$ cat src/rtl/cpu_pkg.sv
// Shared pipeline-control definitions: controller state encoding and register constants.
// The state enum is also consumed by anything decoding state_dbg.
package cpu_pkg;

    typedef enum logic [2:0] {
        ST_RUN       = 3'd0,
        ST_LOAD_WAIT = 3'd1,
        ST_RX_WAIT   = 3'd2,
        ST_TX_WAIT   = 3'd3,
        ST_FLUSH     = 3'd4
    } ctrl_state_e;

    localparam logic [4:0] REG_ZERO  = 5'd0;
    localparam int         LAT_CNT_W = 3;

endpackage

$ cat src/rtl/ex_pipe_ctrl_if.sv
// UART handshake bundle between the EX interlock controller and the UART block.
// Handshake: uart_rx_valid means the receive FIFO holds a byte and uart_tx_ready means
// the transmit side accepts a byte; the controller's single-cycle uart_rx_pop /
// uart_tx_push strobes are only ever raised in a cycle where the matching condition is 1.
interface ex_pipe_ctrl_if;
    logic uart_rx_valid;
    logic uart_tx_ready;
    logic uart_rx_pop;
    logic uart_tx_push;

    modport master (
        input  uart_rx_valid,
        input  uart_tx_ready,
        output uart_rx_pop,
        output uart_tx_push
    );

    modport slave (
        output uart_rx_valid,
        output uart_tx_ready,
        input  uart_rx_pop,
        input  uart_tx_push
    );
endinterface

$ cat src/rtl/hazard_detect.sv
// Combinational load-use detector: a load in EX whose destination is read by the
// instruction in ID. Kept separate so the forwarding unit can share it.
module hazard_detect
    import cpu_pkg::*;
(
    input  logic       id_valid,
    input  logic [4:0] id_rs,
    input  logic [4:0] id_rt,
    input  logic       ex_valid,
    input  logic       ex_MemRead,
    input  logic       ex_RegWrite,
    input  logic [4:0] ex_rdist,
    output logic       load_use
);

    assign load_use = ex_valid & ex_MemRead & ex_RegWrite & (ex_rdist != REG_ZERO) &
                      id_valid & ((ex_rdist == id_rs) | (ex_rdist == id_rt));

endmodule

$ cat src/rtl/ex_pipe_ctrl.sv
// Interlock controller around EX: load-use stalls, UART read/write sequencing and
// branch flushes resolved in MEM. Outputs are forced low while rst is asserted.
module ex_pipe_ctrl
    import cpu_pkg::*;
#(
    parameter int LOAD_LATENCY   = 2,
    parameter int INST_MEM_WIDTH = 2
) (
    input  logic                      clk,
    input  logic                      rst,
    input  logic                      id_valid,
    input  logic [4:0]                id_rs,
    input  logic [4:0]                id_rt,
    input  logic                      ex_valid,
    input  logic                      ex_RegWrite,
    input  logic                      ex_MemRead,
    input  logic                      ex_UARTtoReg,
    input  logic                      ex_RegtoUART,
    input  logic [4:0]                ex_rdist,
    input  logic                      mem_branch_taken,
    input  logic [INST_MEM_WIDTH-1:0] mem_branch_target,
    ex_pipe_ctrl_if.master            uart,
    output logic                      stall_if,
    output logic                      stall_id,
    output logic                      hold_ex,
    output logic                      bubble_ex,
    output logic                      flush,
    output logic                      pc_load,
    output logic [INST_MEM_WIDTH-1:0] pc_target,
    output logic [2:0]                state_dbg
);

    localparam logic [LAT_CNT_W-1:0] LAT_INIT = LAT_CNT_W'(LOAD_LATENCY - 1);

    ctrl_state_e          state, state_nxt;
    logic [LAT_CNT_W-1:0] wait_cnt, cnt_nxt;
    logic                 load_use;
    logic                 capture_target;
    logic                 stall_c, hold_c, bubble_c, flush_c, pc_load_c, pop_c, push_c;

    hazard_detect u_hazard (
        .id_valid    (id_valid),
        .id_rs       (id_rs),
        .id_rt       (id_rt),
        .ex_valid    (ex_valid),
        .ex_MemRead  (ex_MemRead),
        .ex_RegWrite (ex_RegWrite),
        .ex_rdist    (ex_rdist),
        .load_use    (load_use)
    );

    always_ff @(posedge clk or posedge rst) begin
        if (rst) begin
            state     <= ST_RUN;
            wait_cnt  <= '0;
            pc_target <= '0;
        end else begin
            state    <= state_nxt;
            wait_cnt <= cnt_nxt;
            if (capture_target) begin
                pc_target <= mem_branch_target;
            end
        end
    end

    always_comb begin
        state_nxt      = state;
        cnt_nxt        = wait_cnt;
        capture_target = 1'b0;
        stall_c        = 1'b0;
        hold_c         = 1'b0;
        bubble_c       = 1'b0;
        flush_c        = 1'b0;
        pc_load_c      = 1'b0;
        pop_c          = 1'b0;
        push_c         = 1'b0;
        case (state)
            ST_RUN: begin
                if (mem_branch_taken) begin
                    flush_c        = 1'b1;
                    pc_load_c      = 1'b1;
                    capture_target = 1'b1;
                    state_nxt      = ST_FLUSH;
                end else if (ex_valid && ex_UARTtoReg) begin
                    if (uart.uart_rx_valid) begin
                        pop_c = 1'b1;
                    end else begin
                        stall_c   = 1'b1;
                        hold_c    = 1'b1;
                        state_nxt = ST_RX_WAIT;
                    end
                end else if (ex_valid && ex_RegtoUART) begin
                    if (uart.uart_tx_ready) begin
                        push_c = 1'b1;
                    end else begin
                        stall_c   = 1'b1;
                        hold_c    = 1'b1;
                        state_nxt = ST_TX_WAIT;
                    end
                end else if (load_use) begin
                    stall_c  = 1'b1;
                    bubble_c = 1'b1;
                    // A single-cycle latency is fully covered by this RUN stall.
                    if (LOAD_LATENCY > 1) begin
                        state_nxt = ST_LOAD_WAIT;
                        cnt_nxt   = LAT_INIT;
                    end
                end
            end
            ST_LOAD_WAIT: begin
                if (wait_cnt != '0) begin
                    stall_c  = 1'b1;
                    bubble_c = 1'b1;
                    cnt_nxt  = wait_cnt - 1'b1;
                    if (wait_cnt == LAT_CNT_W'(1)) begin
                        state_nxt = ST_RUN;
                    end
                end else begin
                    state_nxt = ST_RUN;
                end
            end
            ST_RX_WAIT: begin
                if (uart.uart_rx_valid) begin
                    pop_c     = 1'b1;
                    state_nxt = ST_RUN;
                end else begin
                    stall_c = 1'b1;
                    hold_c  = 1'b1;
                end
            end
            ST_TX_WAIT: begin
                if (uart.uart_tx_ready) begin
                    push_c    = 1'b1;
                    state_nxt = ST_RUN;
                end else begin
                    stall_c = 1'b1;
                    hold_c  = 1'b1;
                end
            end
            ST_FLUSH: begin
                flush_c   = 1'b1;
                bubble_c  = 1'b1;
                pc_load_c = 1'b1;
                state_nxt = ST_RUN;
            end
            default: begin
                state_nxt = ST_RUN;
            end
        endcase
    end

    assign stall_if          = stall_c & ~rst;
    assign stall_id          = stall_c & ~rst;
    assign hold_ex           = hold_c & ~rst;
    assign bubble_ex         = bubble_c & ~rst;
    assign flush             = flush_c & ~rst;
    assign pc_load           = pc_load_c & ~rst;
    assign uart.uart_rx_pop  = pop_c & ~rst;
    assign uart.uart_tx_push = push_c & ~rst;
    assign state_dbg         = state;

    // MEM is frozen during every wait state, so a taken branch there is a protocol error.
    a_no_branch_in_wait: assert property (@(posedge clk) disable iff (rst)
        ((state == ST_LOAD_WAIT) || (state == ST_RX_WAIT) || (state == ST_TX_WAIT))
        |-> !mem_branch_taken);

    a_hold_bubble_excl: assert property (@(posedge clk) disable iff (rst)
        !(hold_ex && bubble_ex) && (stall_if == stall_id));

endmodule

$ cat src/flat_wrapper.sv
// flat-port wrapper written by rule: the top's interface ports become plain ports
module ex_pipe_ctrl_flat import cpu_pkg::*;
#(
    parameter int LOAD_LATENCY   = 2,
    parameter int INST_MEM_WIDTH = 2
)
  (clk, rst, id_valid, id_rs, id_rt, ex_valid, ex_RegWrite, ex_MemRead, ex_UARTtoReg, ex_RegtoUART, ex_rdist, mem_branch_taken, mem_branch_target, stall_if, stall_id, hold_ex, bubble_ex, flush, pc_load, pc_target, state_dbg, uart_uart_rx_valid, uart_uart_tx_ready, uart_uart_rx_pop, uart_uart_tx_push);
  ex_pipe_ctrl_if uart_i ();
  input  logic clk;
  input  logic rst;
  input  logic id_valid;
  input  logic [4:0] id_rs;
  input  logic [4:0] id_rt;
  input  logic ex_valid;
  input  logic ex_RegWrite;
  input  logic ex_MemRead;
  input  logic ex_UARTtoReg;
  input  logic ex_RegtoUART;
  input  logic [4:0] ex_rdist;
  input  logic mem_branch_taken;
  input  logic [INST_MEM_WIDTH-1:0] mem_branch_target;
  output logic stall_if;
  output logic stall_id;
  output logic hold_ex;
  output logic bubble_ex;
  output logic flush;
  output logic pc_load;
  output logic [INST_MEM_WIDTH-1:0] pc_target;
  output logic [2:0] state_dbg;
  input wire logic [$bits(uart_i.uart_rx_valid)-1:0] uart_uart_rx_valid;
  input wire logic [$bits(uart_i.uart_tx_ready)-1:0] uart_uart_tx_ready;
  output wire logic [$bits(uart_i.uart_rx_pop)-1:0] uart_uart_rx_pop;
  output wire logic [$bits(uart_i.uart_tx_push)-1:0] uart_uart_tx_push;
  assign uart_i.uart_rx_valid = uart_uart_rx_valid;
  assign uart_i.uart_tx_ready = uart_uart_tx_ready;
  assign uart_uart_rx_pop = uart_i.uart_rx_pop;
  assign uart_uart_tx_push = uart_i.uart_tx_push;
  ex_pipe_ctrl #(.LOAD_LATENCY(LOAD_LATENCY), .INST_MEM_WIDTH(INST_MEM_WIDTH)) u_core (.clk(clk), .rst(rst), .id_valid(id_valid), .id_rs(id_rs), .id_rt(id_rt), .ex_valid(ex_valid), .ex_RegWrite(ex_RegWrite), .ex_MemRead(ex_MemRead), .ex_UARTtoReg(ex_UARTtoReg), .ex_RegtoUART(ex_RegtoUART), .ex_rdist(ex_rdist), .mem_branch_taken(mem_branch_taken), .mem_branch_target(mem_branch_target), .uart(uart_i), .stall_if(stall_if), .stall_id(stall_id), .hold_ex(hold_ex), .bubble_ex(bubble_ex), .flush(flush), .pc_load(pc_load), .pc_target(pc_target), .state_dbg(state_dbg));
endmodule
$ cat config.mk
export PLATFORM = sky130hd
export DESIGN_NAME = ex_pipe_ctrl_flat
export DESIGN_NICKNAME = d
export VERILOG_FILES = /design/src/rtl/cpu_pkg.sv /design/src/rtl/ex_pipe_ctrl_if.sv /design/src/rtl/hazard_detect.sv /design/src/rtl/ex_pipe_ctrl.sv /design/src/flat_wrapper.sv
export SDC_FILE = /design/constraint.sdc
export NUM_CORES = 1
export LEC_CHECK = 0
export BUFFER_PORTS_ARGS = -buffer_cell sky130_fd_sc_hd__buf_2
export CELL_PAD_IN_SITES_DETAIL_PLACEMENT = 1
export CELL_PAD_IN_SITES_GLOBAL_PLACEMENT = 2
export CORE_MARGIN = 4
export CORE_UTILIZATION = 20
export DETAILED_ROUTE_END_ITERATION = 10
export GPL_TIMING_DRIVEN = 0
export PLACE_DENSITY = 0.78
export SETUP_SLACK_MARGIN = 0.3
export SLEW_MARGIN = 20
export SYNTH_ARGS = -nofsm -noshare
export SYNTH_HDL_FRONTEND = slang
export SYNTH_SLANG_ARGS = --single-unit
$ cat constraint.sdc
create_clock -name clk -period 1.5 [get_ports clk]
set_clock_uncertainty 0.05 [all_clocks]
set_input_delay 0.075 -clock clk [delete_from_list [all_inputs] [get_ports clk]]
set_output_delay 0.075 -clock clk [all_outputs]
set_load 0.02 [all_outputs]
# Word-level counts from Yosys, hierarchy flattened
# Index checks and enable logic that the tools add are counted.
dict set report op_classes {
  add_sub_neg 1
  eq_ne 18
  n_mux 44
  bitwise 13
  reduce_logical 8
}
# cell count
set op_table {}
lappend op_table {{$mux 3} 14}
lappend op_table {{$mux 1} 22}
lappend op_table {{$pmux 3 s4} 1}
lappend op_table {{$reduce_and 6->1} 2}
lappend op_table {{$and 1x1->1} 11}
lappend op_table {{$eq 5x5->1} 2}
lappend op_table {{$ne 2x2->1 const B} 5}
lappend op_table {{$eq 3x1->1 const B} 2}
lappend op_table {{$eq 3x2->1 const B} 2}
lappend op_table {{$pmux 1 s2} 3}
lappend op_table {{$pmux 1 s3} 2}
lappend op_table {{$pmux 3 s2} 1}
lappend op_table {{$ne 5x2->1 const B} 1}
lappend op_table {{$ne 5x4->1 const B} 1}
lappend op_table {{$reduce_bool 5->1} 1}
lappend op_table {{$ne 2x1->1 const B} 2}
lappend op_table {{$ne 4x4->1 const B} 1}
lappend op_table {{$pmux 1 s4} 1}
lappend op_table {{$eq 3x3->1 const B} 1}
lappend op_table {{$logic_not 3->1} 1}
lappend op_table {{$ne 3x3->1 const B} 1}
lappend op_table {{$reduce_bool 3->1} 1}
lappend op_table {{$sub 3x1->3 const B} 1}
lappend op_table {{$logic_and 1x1->1} 2}
lappend op_table {{other kinds (3)} 3}
dict set report word_totals {
  ff_bits 8
  inputBits 28
  out_inout_bits 13
  word_cells 87
}

# Longest topological paths before layout
dict set report depth {
  depth_word 11
  ltp_mapped 7
  depth_no_buf 6
}

# Hierarchy
# From an unflattened synthesis, not the netlist that was laid out.
dict set report unflattened {
  cells_unflattened 88
  hier_area_um2 772.0
}
# mod n_inst cells_each area_per_inst_um2 seq_area_each_um2
set by_module_without_submodules {}
lappend by_module_without_submodules {ex_pipe_ctrl 1 70 634.4 200.2}
lappend by_module_without_submodules {hazard_detect 1 18 137.6 0.0}

# Worst setup path before layout
# No wires, ideal clock.
dict set report synth_timing {
  path_kind {register to output}
  startpoint {register u_core.state[1] (netlist: u_core.state_dbg[1])}
  endpoint {output port stall_if}
  arrival_time_ns 1.880
  path_slack_ns -0.505
  path_stages_with_launch 7
  n_path_buf 2
  cell_sequence {dfrtp_1 -> buf_6 -> nor4_2 -> nand3b_1 -> nor4_1 -> o31a_1 -> buf_4}
}
dict set report synth_between {
  elab_chain_len 3
  word_cells_on_any_way 6
}
# item line
set synth_lines {}
lappend synth_lines {{start: declaration} ex_pipe_ctrl.sv:35} ;# ctrl_state_e state, state_nxt;
lappend synth_lines {{start signal: assignment} ex_pipe_ctrl.sv:58} ;# state <= state_nxt;
lappend synth_lines {{$eq 3x2->1, or another cell as far along} ex_pipe_ctrl.sv:77} ;# case (state)
lappend synth_lines {{$pmux 1 s4 (*)} ex_pipe_ctrl.sv:77}
lappend synth_lines {{$and 1x1->1 (*)} n/a}
lappend synth_lines {{end: declaration} flat_wrapper.sv:22} ;# output logic stall_if;
# Every way passes the cells marked *; elsewhere a longest branch is shown, timed or not.

# Worst setup path in the final report
dict set report layout_timing {
  startpoint {register u_core.state[1] (netlist: u_core.state_dbg[1])}
  endpoint {register u_core.state[0] (netlist: u_core.state_dbg[0])}
}
dict set report layout_between {
  elab_chain_len 3
  word_cells_on_any_way 12
}
# item line
set layout_lines {}
lappend layout_lines {{$eq 3x1->1, or another cell as far along} ex_pipe_ctrl.sv:77}
lappend layout_lines {{$ne 3x3->1 (no source line), or another cell as far along} n/a}
lappend layout_lines {{$reduce_and 6->1 (no source line)} n/a}
# Several ways; a longest one is shown, not always the timed one.
# A chain may end at the register's enable or synchronous reset.

==> impl_metrics.env <==
export IMPL_grt_max_degree=11
export IMPL_synth_cell_types=34
export IMPL_grt_most_used_layer="met2"
export IMPL_cellPowerDensity_nw_per_um2=828
export IMPL_detailedRoute_firstPassIterationCount=4
export IMPL_hp_class="input port to flip-flop"
export IMPL_setup_worst_path_start_class="flip-flop"
export IMPL_status="finished with violations"
export IMPL_core_area_um2=3360
export IMPL_worst_path_most_repeated_cell="sky130_fd_sc_hd__buf_6"
export IMPL_floorplan_initialDensity=0.209
export IMPL_grt_setup_unrepaired="yes"
export IMPL_clkTransAtPathRegs_ps=60
export IMPL_synth_seq_area_share=0.285
export IMPL_vertical_die_dimension_um=67.3
export IMPL_die_width_um=67.3
export IMPL_fmaxAchievable_mhz=469
export IMPL_timing_critical_path_buf_inv=3
export IMPL_crit_cells=7
export IMPL_die_area_um2=4530
export IMPL_synth_seq_cells=8
export IMPL_ir_worst_vdd_uv=264
export IMPL_cts_htree_levels=1
export IMPL_arrival_ps=2240
export IMPL_report_power_total_w=0.00116
export IMPL_n_antenna_cell=0
export IMPL_initial_antenna_violation_count=0
export IMPL_count_of_buffers_from_port_buffering=40
export IMPL_synth_yosys_warnings=0
export IMPL_drt_first_iter_violations=14
export IMPL_worst_path_setup_slack_after_routing_ps=-630
export IMPL_grt_use_met2=0.281
export IMPL_crit_reg2reg_launch="u_core.state_dbg[1]"
export IMPL_max_cap_violations=0
export IMPL_grt_pass1_vias=993
export IMPL_syn_instance_count=82
export IMPL_use_met1=0.137
export IMPL_cts_tree="built"
export IMPL_max_slew_worst_pin_slew_ps=356
export IMPL_cts_max_path_buffers=2
export IMPL_worstRegToRegCells=7
export IMPL_timing_critical_path_cells="buf_6, nor4_4, nand3b_1, buf_4, buf_6, or4_4, o311ai_4"
export IMPL_area_growth_pct=99.8
export IMPL_finalSetupViolations=14
export IMPL_cpMaxStageDelayCell="sky130_fd_sc_hd__or4_4"
export IMPL_drv_slew=0
export IMPL_critical_path_startpoint="u_core.state_dbg[1]"
export IMPL_p_leak_nw=0.673
export IMPL_placement_setup_worst_slack_ps=-414
export IMPL_num_io_pins=41
export IMPL_drt_wirelength_per_cell_um=14.8
export IMPL_worstSetupEndpointType="flip-flop"
export IMPL_syn_cell_area_um2=703
export IMPL_setup_reg_to_reg_worst_slack_ps=-630
export IMPL_post_route_drc_count=0
export IMPL_cts_inserted_buffers=3
export IMPL_violations="setup timing"
export IMPL_number_of_nets_in_the_layout=179
export IMPL_headroom_to_the_max_slew_limit=0.760
export IMPL_synthesis_area_per_instance_um2=8.58
export IMPL_worst_path_max_fanout=3
export IMPL_fill_cells=428
export IMPL_dr_total_vias=890
export IMPL_min_period_over_period=1.42
export IMPL_crit_family="simple AND/OR/NAND/NOR gates"
export IMPL_hold_end="u_core.pc_target[1]"
export IMPL_share_of_final_layout_standard_cells_stronger_than_drive_strength_1=0.616
export IMPL_postRouteAntennaNets=0
export IMPL_grt_first_pass_wirelength_mm=4.68
export IMPL_finalHoldWorstSlack_ps=9.60
export IMPL_fp_row_count=21
export IMPL_syn_nets=113
export IMPL_worstReg2RegEnd="u_core.state_dbg[0]"
export IMPL_hold_path_cell_count=2
export IMPL_clockRootBuffer="sky130_fd_sc_hd__clkbuf_4"
export IMPL_detail_route_wirelength_mm=2.85
export IMPL_dp_hpwl_mm=1.97
export IMPL_cpPeakStageDelay_ps=540
export IMPL_hold_viol_final=0
export IMPL_grt_util_met3=0.0349
export IMPL_grtUsageTotal=0.138
export IMPL_insertion_delay_ps=260
export IMPL_clock_sink_count=8
export IMPL_grt_remaining_overflow=0
export IMPL_gp_congestion=0.742
export IMPL_avgViaCountPerCell=4.64
export IMPL_cp_data_required_time_ps=1610
export IMPL_timing_setup_critical_path_class="flip-flop to flip-flop"
export IMPL_layout_min_cycle_time_ps=2130
export IMPL_min_delay_start="mem_branch_target[1]"
==> state kept, by name (all words and copies together), names as in the netlist <==
| signal | flops |
|---|---|
| u_core.pc_target | 2 |
| u_core.state_dbg | 3 |
| u_core.wait_cnt | 3 |
==> per-layer routing <==
metal  up-vias  part of all wire
li1        427                 -
met1       428              0.35
met2        33              0.57
met3         2             0.078
met4         0            0.0035
met5         -                 0
==> worst reg2reg max path, delay by kind of cell (launching register included) <==
kind	cells	cell delay [ps]
buffers and inverters	3	430
DFF	1	410
and+or+nand+nor	3	1060
AOI/OAI and AO/OA	1	100
==> logic make-up after synthesis <==
kind of cell,count (synthesis),synth area share
AO/OA/AOI/OAI,15,0.142
XOR/XNOR,10,0.125
adder cells (fa/ha/maj),3,0.0534
buffers and inverters,10,0.0765
flip-flops,8,0.285
multiplexers,2,0.0320
AND/OR/NAND/NOR,34,0.286
==> worst max path at each step <==
stage	end
2_1_floorplan	stall_if
3_3_place_gp	stall_if
6_report	u_core.state_dbg[0]
4_1_cts	bubble_ex
3_5_place_dp	stall_if
5_1_grt	stall_if
==> cells in the mapped netlist <==
cell / n / area (um^2)
sky130_fd_sc_hd__o21ai_0: 4 / 20.0
sky130_fd_sc_hd__buf_2: 1 / 5.00
sky130_fd_sc_hd__nor2b_1: 2 / 12.5
sky130_fd_sc_hd__buf_6: 1 / 11.3
sky130_fd_sc_hd__nor2_1: 9 / 33.8
sky130_fd_sc_hd__nor4_1: 3 / 18.8
sky130_fd_sc_hd__dfrtp_1: 8 / 200
sky130_fd_sc_hd__nor4_2: 1 / 12.5
sky130_fd_sc_hd__o21a_1: 1 / 7.51
sky130_fd_sc_hd__ha_1: 3 / 37.5
sky130_fd_sc_hd__o31ai_1: 1 / 7.51
sky130_fd_sc_hd__a31oi_1: 2 / 12.5
sky130_fd_sc_hd__a211oi_1: 1 / 7.51
sky130_fd_sc_hd__nand2b_1: 3 / 18.8
sky130_fd_sc_hd__and3_1: 2 / 12.5
sky130_fd_sc_hd__inv_1: 5 / 18.8
sky130_fd_sc_hd__xor2_1: 10 / 87.6
sky130_fd_sc_hd__nand3b_1: 1 / 7.51
sky130_fd_sc_hd__nor3_2: 2 / 20.0
sky130_fd_sc_hd__buf_4: 2 / 15.0
sky130_fd_sc_hd__clkbuf_1: 1 / 3.75
sky130_fd_sc_hd__and4b_1: 1 / 10.0
sky130_fd_sc_hd__nand2_1: 4 / 15.0
sky130_fd_sc_hd__nand4_1: 1 / 6.26
sky130_fd_sc_hd__o22ai_1: 1 / 6.26
sky130_fd_sc_hd__a22oi_1: 1 / 7.51
sky130_fd_sc_hd__mux2_2: 2 / 22.5
sky130_fd_sc_hd__or4_1: 2 / 15.0
sky130_fd_sc_hd__o311ai_0: 1 / 8.76
sky130_fd_sc_hd__nor3_1: 1 / 5.00
sky130_fd_sc_hd__nand3_1: 1 / 5.00
sky130_fd_sc_hd__nor4b_1: 1 / 8.76
sky130_fd_sc_hd__a21oi_1: 1 / 5.00
sky130_fd_sc_hd__o31a_1: 2 / 17.5
==> layout by cell type, fill, tap and decap left out, drive strengths merged, types with 2 or more instances in the layout <==
master	Yosys	layout
a31oi	2	2
and3	2	2
buf	4	64
clkbuf	1	3
dfrtp	8	8
dlygate4sd3	0	2
ha	3	3
inv	5	5
mux2	2	2
nand2	4	4
nand2b	3	3
nor2	9	9
nor2b	2	2
nor3	3	3
nor4	4	4
o21ai	4	4
o31a	2	2
or4	2	2
xor2	10	10
==> repair_timing <==
item,in CTS,in global routing
hold endpoints to repair,8,1
gates resized for setup,37,9
setup endpoints to repair,16,16
buffers inserted,16,3
hold buffers,1,1
pin swaps,9,4
==> power breakdown <==
| part | switching (W) | total, W | internal (W) |
|---|---|---|---|
| logic | 0.000334 | 0.000659 | 0.000325 |
| clock network | 0.0000808 | 0.000173 | 0.0000921 |
| registers | 0.0000515 | 0.000332 | 0.000281 |
==> final cells by class <==
class	count	area [um^2]	area share
Inverter	5	18.8	0.0134
Clock buffer	3	22.5	0.0160
Multi-Input combinational cell	64	608	0.433
Sequential cell	8	203	0.144
Tap cell	46	57.6	0.0410
Timing Repair Buffer	61	443	0.315
Buffer	5	52.6	0.0374
==> stage by stage <==
step	util	cells	setup TNS, ps	instance area [um^2]
detailed placement	0.305	168	-2490	1030
global placement	0.305	168	-2400	1030
CTS	0.394	188	-4930	1330
floorplan	-	82	-1690	769
finish	0.418	192	-5010	1410
global route	0.418	192	-6590	1410
Note: power is estimated with default switching activity, not from simulation.
